$ cat src/rtl/nios_core_mem_streamer.sv
// Streams a block of words from on-chip memory out as an Avalon-ST packet.
// A CSR bank sets start address and length; GO launches; DONE/ERR report status.
module nios_core_mem_streamer #(
    parameter int FIFO_DEPTH = 4,
    parameter int ADDR_W     = 10
) (
    input  logic              clk,
    input  logic              reset_n,
    input  logic [1:0]        csr_address,
    input  logic              csr_write,
    input  logic [31:0]       csr_writedata,
    input  logic              csr_read,
    output logic [31:0]       csr_readdata,
    output logic [ADDR_W-1:0] mem_address,
    output logic              mem_chipselect,
    output logic              mem_write,
    input  logic [31:0]       mem_readdata,
    output logic [31:0]       st_data,
    output logic              st_valid,
    input  logic              st_ready,
    output logic              st_sop,
    output logic              st_eop,
    output logic              irq
);

    localparam int PTR_W = (FIFO_DEPTH > 1) ? $clog2(FIFO_DEPTH) : 1;
    localparam int CNT_W = $clog2(FIFO_DEPTH + 1);
    localparam logic [PTR_W-1:0] PTR_LAST = PTR_W'(FIFO_DEPTH - 1);
    localparam logic [CNT_W:0]   DEPTH_C  = (CNT_W + 1)'(FIFO_DEPTH);

    typedef enum logic [1:0] {
        S_IDLE  = 2'd0,
        S_RUN   = 2'd1,
        S_DRAIN = 2'd2
    } state_t;

    state_t            r_state;
    state_t            w_next_state;

    logic [ADDR_W-1:0] r_start;
    logic [10:0]       r_length;
    logic              r_irq_en;
    logic              r_done;
    logic              r_err;
    logic [31:0]       r_readdata;

    logic [ADDR_W-1:0] r_addr;
    logic [10:0]       r_remaining;
    logic [10:0]       r_beat;
    logic              r_inflight;

    logic [31:0]       r_fifo [FIFO_DEPTH];
    logic [PTR_W-1:0]  r_wr_ptr;
    logic [PTR_W-1:0]  r_rd_ptr;
    logic [CNT_W-1:0]  r_count;

    logic              w_go;
    logic              w_len_ok;
    logic              w_pop;
    logic              w_push;
    logic              w_last_beat;
    logic [CNT_W:0]    w_occ;
    logic              w_room;
    logic              w_issue;
    logic              w_busy;
    logic              w_go_ok;
    logic              w_go_err;
    logic              w_finish;
    logic [31:0]       w_rdata;
    logic              w_status_wr;

    assign w_go        = csr_write && (csr_address == 2'd2) && csr_writedata[0];
    assign w_status_wr = csr_write && (csr_address == 2'd3);
    assign w_len_ok    = (r_length != 11'd0) && (r_length <= 11'd1024);
    assign w_pop       = st_valid && st_ready;
    assign w_push      = r_inflight;
    assign w_last_beat = (r_beat == (r_length - 11'd1));

    // Reads already in flight will land next cycle, so they count against room.
    assign w_occ  = {1'b0, r_count} + {{CNT_W{1'b0}}, r_inflight};
    assign w_room = (w_occ < (DEPTH_C + {{CNT_W{1'b0}}, w_pop}));

    always_ff @(posedge clk or negedge reset_n) begin
        if (!reset_n) begin
            r_state <= S_IDLE;
        end else begin
            r_state <= w_next_state;
        end
    end

    always_comb begin
        w_next_state = r_state;
        w_issue      = 1'b0;
        w_busy       = 1'b0;
        w_go_ok      = 1'b0;
        w_go_err     = 1'b0;
        w_finish     = 1'b0;
        case (r_state)
            S_IDLE: begin
                if (w_go) begin
                    if (w_len_ok) begin
                        w_go_ok      = 1'b1;
                        w_next_state = S_RUN;
                    end else begin
                        w_go_err = 1'b1;
                    end
                end
            end
            S_RUN: begin
                w_busy = 1'b1;
                if (w_room) begin
                    w_issue = 1'b1;
                    if (r_remaining == 11'd1) begin
                        w_next_state = S_DRAIN;
                    end
                end
            end
            S_DRAIN: begin
                w_busy = 1'b1;
                if (w_pop && w_last_beat) begin
                    w_finish     = 1'b1;
                    w_next_state = S_IDLE;
                end
            end
            default: begin
                w_next_state = S_IDLE;
            end
        endcase
    end

    always_ff @(posedge clk or negedge reset_n) begin
        if (!reset_n) begin
            r_addr      <= '0;
            r_remaining <= '0;
            r_beat      <= '0;
            r_inflight  <= 1'b0;
        end else begin
            r_inflight <= w_issue;
            if (w_go_ok) begin
                r_addr      <= r_start;
                r_remaining <= r_length;
            end else if (w_issue) begin
                r_addr      <= r_addr + 1'b1;
                r_remaining <= r_remaining - 11'd1;
            end
            if (w_go_ok) begin
                r_beat <= '0;
            end else if (w_pop) begin
                r_beat <= r_beat + 11'd1;
            end
        end
    end

    always_ff @(posedge clk or negedge reset_n) begin
        if (!reset_n) begin
            for (int i = 0; i < FIFO_DEPTH; i++) begin
                r_fifo[i] <= '0;
            end
            r_wr_ptr <= '0;
            r_rd_ptr <= '0;
            r_count  <= '0;
        end else begin
            if (w_push) begin
                r_fifo[r_wr_ptr] <= mem_readdata;
                r_wr_ptr         <= (r_wr_ptr == PTR_LAST) ? '0 : r_wr_ptr + 1'b1;
            end
            if (w_pop) begin
                r_rd_ptr <= (r_rd_ptr == PTR_LAST) ? '0 : r_rd_ptr + 1'b1;
            end
            case ({w_push, w_pop})
                2'b10:   r_count <= r_count + 1'b1;
                2'b01:   r_count <= r_count - 1'b1;
                default: r_count <= r_count;
            endcase
        end
    end

    always_comb begin
        w_rdata = '0;
        case (csr_address)
            2'd0: w_rdata[ADDR_W-1:0] = r_start;
            2'd1: w_rdata[10:0]       = r_length;
            2'd2: w_rdata[1]          = r_irq_en;
            2'd3: w_rdata[2:0]        = {r_err, r_done, w_busy};
            default: w_rdata = '0;
        endcase
    end

    // Hardware set of DONE/ERR takes priority over a same-cycle W1C.
    always_ff @(posedge clk or negedge reset_n) begin
        if (!reset_n) begin
            r_start    <= '0;
            r_length   <= '0;
            r_irq_en   <= 1'b0;
            r_done     <= 1'b0;
            r_err      <= 1'b0;
            r_readdata <= '0;
        end else begin
            if (csr_write && !w_busy) begin
                if (csr_address == 2'd0) r_start  <= csr_writedata[ADDR_W-1:0];
                if (csr_address == 2'd1) r_length <= csr_writedata[10:0];
            end
            if (csr_write && (csr_address == 2'd2)) begin
                r_irq_en <= csr_writedata[1];
            end
            if (w_finish) begin
                r_done <= 1'b1;
            end else if (w_go_ok || (w_status_wr && csr_writedata[1])) begin
                r_done <= 1'b0;
            end
            if (w_go_err) begin
                r_err <= 1'b1;
            end else if (w_status_wr && csr_writedata[2]) begin
                r_err <= 1'b0;
            end
            if (csr_read) begin
                r_readdata <= w_rdata;
            end
        end
    end

    assign csr_readdata   = r_readdata;
    assign mem_address    = r_addr;
    assign mem_chipselect = w_issue;
    assign mem_write      = 1'b0;
    assign st_valid       = (r_count != '0);
    assign st_data        = r_fifo[r_rd_ptr];
    assign st_sop         = st_valid && (r_beat == 11'd0);
    assign st_eop         = st_valid && w_last_beat;
    assign irq            = r_done && r_irq_en;

endmodule
$ cat config.mk
export PLATFORM = sky130hd
export DESIGN_NAME = nios_core_mem_streamer
export DESIGN_NICKNAME = d
export VERILOG_FILES = /design/src/rtl/nios_core_mem_streamer.sv
export SDC_FILE = /design/constraint.sdc
export NUM_CORES = 1
export LEC_CHECK = 0
export ABC_AREA = 1
export ABC_CLOCK_PERIOD_IN_PS = 2800
export CORE_UTILIZATION = 55
export CTS_CLUSTER_DIAMETER = 100
export DETAILED_ROUTE_END_ITERATION = 12
export HOLD_SLACK_MARGIN = 0.05
export PLACE_DENSITY = 0.91
export SLEW_MARGIN = 20
export SYNTH_ARGS = -nofsm -noshare
export SYNTH_HDL_FRONTEND = slang
export SYNTH_SLANG_ARGS = --single-unit
$ cat constraint.sdc
create_clock -name clk -period 2.8 [get_ports clk]
set_clock_uncertainty 0.2 [all_clocks]
set_input_delay 0.42 -clock clk [delete_from_list [all_inputs] [get_ports clk]]
set_output_delay 0.42 -clock clk [all_outputs]
set_load 0.02 [all_outputs]
==> impl_metrics.yaml <==
power_and_ir_drop:
  pwr-share-seq_pct: 36.0
  leakagePower_uw: 0.005930
  p_sw_share_pct: 41.80
  ir_drop_mv: 0.8060
  power_density_nw_per_um2: 1242
  comb_power_share_pct: 44.1
  p_int_uw: 8724
  switching_power_uw: 6267
  clockPowerShare_pct: 19.9
worst_setup_path:
  cp_max_fo: 4
  crit_chain: "inv_2 -> ha_4 -> nand2_2 -> nor2_2 -> nand4_1 -> nand2_2 -> xor2_1 -> and3_4 -> buf_6"
  cp_num_buf_inv: 2
  reg2reg_from: "r_count[0]"
  worstSetupPathType: "flip-flop to primary output"
  r2r_cells: 12
  cp_data_required_time_ns: 2.18
  critPathLaunch: "r_length[0]"
  slowest_delay_ns: 0.38
  cp_slowest_cell: "dfrtp_1"
  regToRegSetupSlack_ns: 0.40
  endpoint_kind: "primary output"
  cp-start-kind: "flip-flop"
  crit_family: "simple AND/OR/NAND/NOR gates"
  path_common_cell: "nand2_2"
  timing.rr.end: "r_state[0]"
  cp.arrival_ns: 2.15
sta:
  finalSetupTns_ns: 0
  drv_slew: 0
  slew_headroom_pct: 52.46
  tightest_slew_ns: 0.7131
  hold_violations: 0
  fmax_mhz: 360.7
  worst_slack_ns: 0.02734
  rsz0062_at_grt: "yes"
  setup_violations: 0
  finalCritPeriodShare_pct: 99.02
  fin_crit_ns: 2.773
die:
  rows: 48
  ios: 151
  initial_core_util_pct: 57.05
  die_height_um: 136.6
  dieArea_sq_um: 18670
  die_w_um: 136.6
  coreArea_sq_um: 17480
placement:
  routabilityCongestion: 0.8654
  io_buffers: 107
  dp_hpwl_um: 15790
  placed_area_sq_um: 11280
  place_ws_ns: 0.04639
  dp_cells: 1507
detailed_routing:
  wl_um: 24910
  drtPass1Iterations: 6
  antenna_left: 0
  via_per_inst: 5.762
  route.detailed.drc: 0
  vias: 8914
  wire_per_inst_um: 16.10
  first_iter_violations: 825
grt:
  grt_pass1_vias: 8379
  grt_first_pass_wirelength_um: 40120
  antenna_found_initial: 0
  grt_max_degree: 87
  grt_usage_pct: 26.97
  gr-total-overflow: 0
finish:
  drive_gt1_share_pct: 8.548
  final_util_pct: 69.07
  fin_nets: 1396
  final_area_sq_um: 12070
  nFillCells: 1254
  syn2layout_area_growth_pct: 21.06
  final_cell_count_no_fill: 1547
  antenna_cells: 0
yosys:
  synthCells: 1204
  synth_edf_count: 0
  synth.area.mux_share_pct: 0
  synth.ff_latch_count: 205
  syn_area_sq_um: 9971
  synth_xor_area_share_pct: 1.845
  yosysWarnings: 0
  ys_types: 43
  synth_compound_area_share_pct: 16.97
  ys_async_sr_fraction_pct: 100.0
  ys_seq_area_share_pct: 51.45
  synth-simple-area-share_pct: 19.01
  syn_avg_cell_area_sq_um: 8.281
  synth_top_family_by_area: "simple AND/OR/NAND/NOR gates"
  ys.flop_type: "dfrtp_1"
  synthAdderAreaFrac_pct: 2.334
clock_tree:
  htreeDepth: 1
  cts_tree: "yes"
  clk_path_buf_depth: 3
  root_buffer: "clkbuf_16"
  cts_buffers: 22
  clk_latency_ns: 0.50
  clock_sinks: 205
  path_clk_slew_ns: 0.06
  post_cts_buffers: 0
run:
  maxCapViolations: 0
worst_hold_path:
  whs_endpoint: "r_fifo[61]"
  hold_depth: 2
  hold_path.class: "flip-flop to flip-flop"
  hp-start: "r_fifo[61]"
status:
  status: "completed"
## cell type report
class                   instances  area (sq um)  area share (%)
clock inverters                11         141.4           1.171
flip-flops and latches        205          5131           42.51
inverters                     112         422.9           3.504
well taps                     225         281.5           2.332
repair buffers                139          1374           11.38
clock buffers                  28         603.1           4.996
multi-input cells             827          4116           34.10
## cells by family after synthesis
kind of cell | Yosys count
xor gates and xnor gates | 21
buffers and inverters | 193
other | 1
adders and majority gates | 18
DFF | 205
AOI/OAI and AO/OA | 311
and+or+nand+nor | 455
## power by group through the flow
stage / clock network (uW) / registers, uW / logic [uW]
after floorplan: 0 / 5220 / 4280
after global placement: 0 / 5270 / 6430
after detailed placement: 0 / 5350 / 6670
after CTS: 3010 / 5340 / 6600
after global routing: 3120 / 5510 / 7360
final: 2980 / 5390 / 6620
## tightest hold or removal path: stages, from the launching register on
cell     delay, ns
dfrtp_1       0.34
nand2_1       0.05
o21ai_0       0.05
## per-stage QoR
stage	hold WS (ns)	total power, uW
global route	0.2945	16000
CTS	0.2827	14940
global placement	0.2605	11700
finish	0.2782	14990
detailed placement	0.2678	12020
floorplan	-0.07559	9501
## routing by layer
| layer | vias to the layer above | global-route usage [%] | part of all wire [%] |
|---|---|---|---|
| li1 | 4125 | - | - |
| met1 | 4295 | 35.60 | 40 |
| met2 | 429 | 45.29 | 49 |
| met3 | 65 | 3.852 | 7.9 |
| met4 | 0 | 9.815 | 2.9 |
| met5 | - | 0 | 0 |
## synthesized netlist by cell type, types with 2 or more instances
cell / instances / area share, %
buf_2: 4 / 0.20
nor3_1: 4 / 0.20
xnor2_1: 4 / 0.35
nand2_1: 271 / 10
nand2_4: 2 / 0.23
buf_6: 2 / 0.23
o22ai_1: 33 / 2.1
nor2_4: 2 / 0.23
xor2_1: 17 / 1.5
inv_1: 101 / 3.8
ha_1: 17 / 2.1
nand3_4: 2 / 0.35
o21ai_0: 231 / 12
nor2_1: 110 / 4.1
inv_2: 9 / 0.34
a21oi_1: 21 / 1.1
nor2_2: 2 / 0.13
o31ai_1: 2 / 0.15
nand3_1: 40 / 2.0
buf_4: 23 / 1.7
nand3_2: 3 / 0.30
o221ai_1: 9 / 0.79
nand2_2: 7 / 0.44
nand4_1: 9 / 0.56
dfrtp_1: 205 / 51
clkbuf_1: 52 / 2.0
o211ai_1: 5 / 0.38
o21bai_1: 2 / 0.15
## flip-flops by register name, indices dropped and copies added (netlist names)
signal	cells
r_wr_ptr	2
csr_readdata	11
r_irq_en	1
r_beat	11
r_err	1
r_state	2
r_done	1
r_count	3
r_fifo	128
r_remaining	11
r_start	10
r_inflight	1
r_length	11
mem_address	10
r_rd_ptr	2
## cell usage in the layout (no fill, tap or decap), types with 4 or more instances in the layout
cell             instances
dfrtp_1                204
ha_1                    16
o21ai_0                231
dlymetal6s2s_1          11
a21oi_1                 21
nand2_2                 11
o221ai_1                 9
xnor2_1                  4
dlygate4sd2_1           22
buf_4                   24
inv_2                   12
clkinv_2                 7
inv_1                   98
nand2_1                267
xor2_1                  17
clkbuf_16               22
nand4_1                  9
nor3_1                   4
o22ai_1                 33
clkdlybuf4s50_1         71
nand3_1                 40
o211ai_1                 5
conb_1                  22
clkbuf_8                 4
nor2_1                 109
## what timing repair did
item / 4_1_cts / 5_1_grt
resized for setup: 34 / 20
hold buffers: 1 / 0
pin swaps: 0 / 2
hold endpoints to repair: 83 / 0
endpoints found under the setup margin: 35 / 13
## how the worst max path moves through the flow
| stage | to | slack [ns] | cells after the start |
|---|---|---|---|
| 3_5_place_dp | st_eop | 0.05 | 12 |
| 6_report | st_eop | 0.03 | 9 |
| 3_3_place_gp | st_eop | 0.05 | 9 |
| 2_1_floorplan | st_eop | 0.53 | 12 |
| 4_1_cts | st_eop | -0.16 | 12 |
| 5_1_grt | st_eop | -0.15 | 13 |
Power figures use the tool's default switching activity.
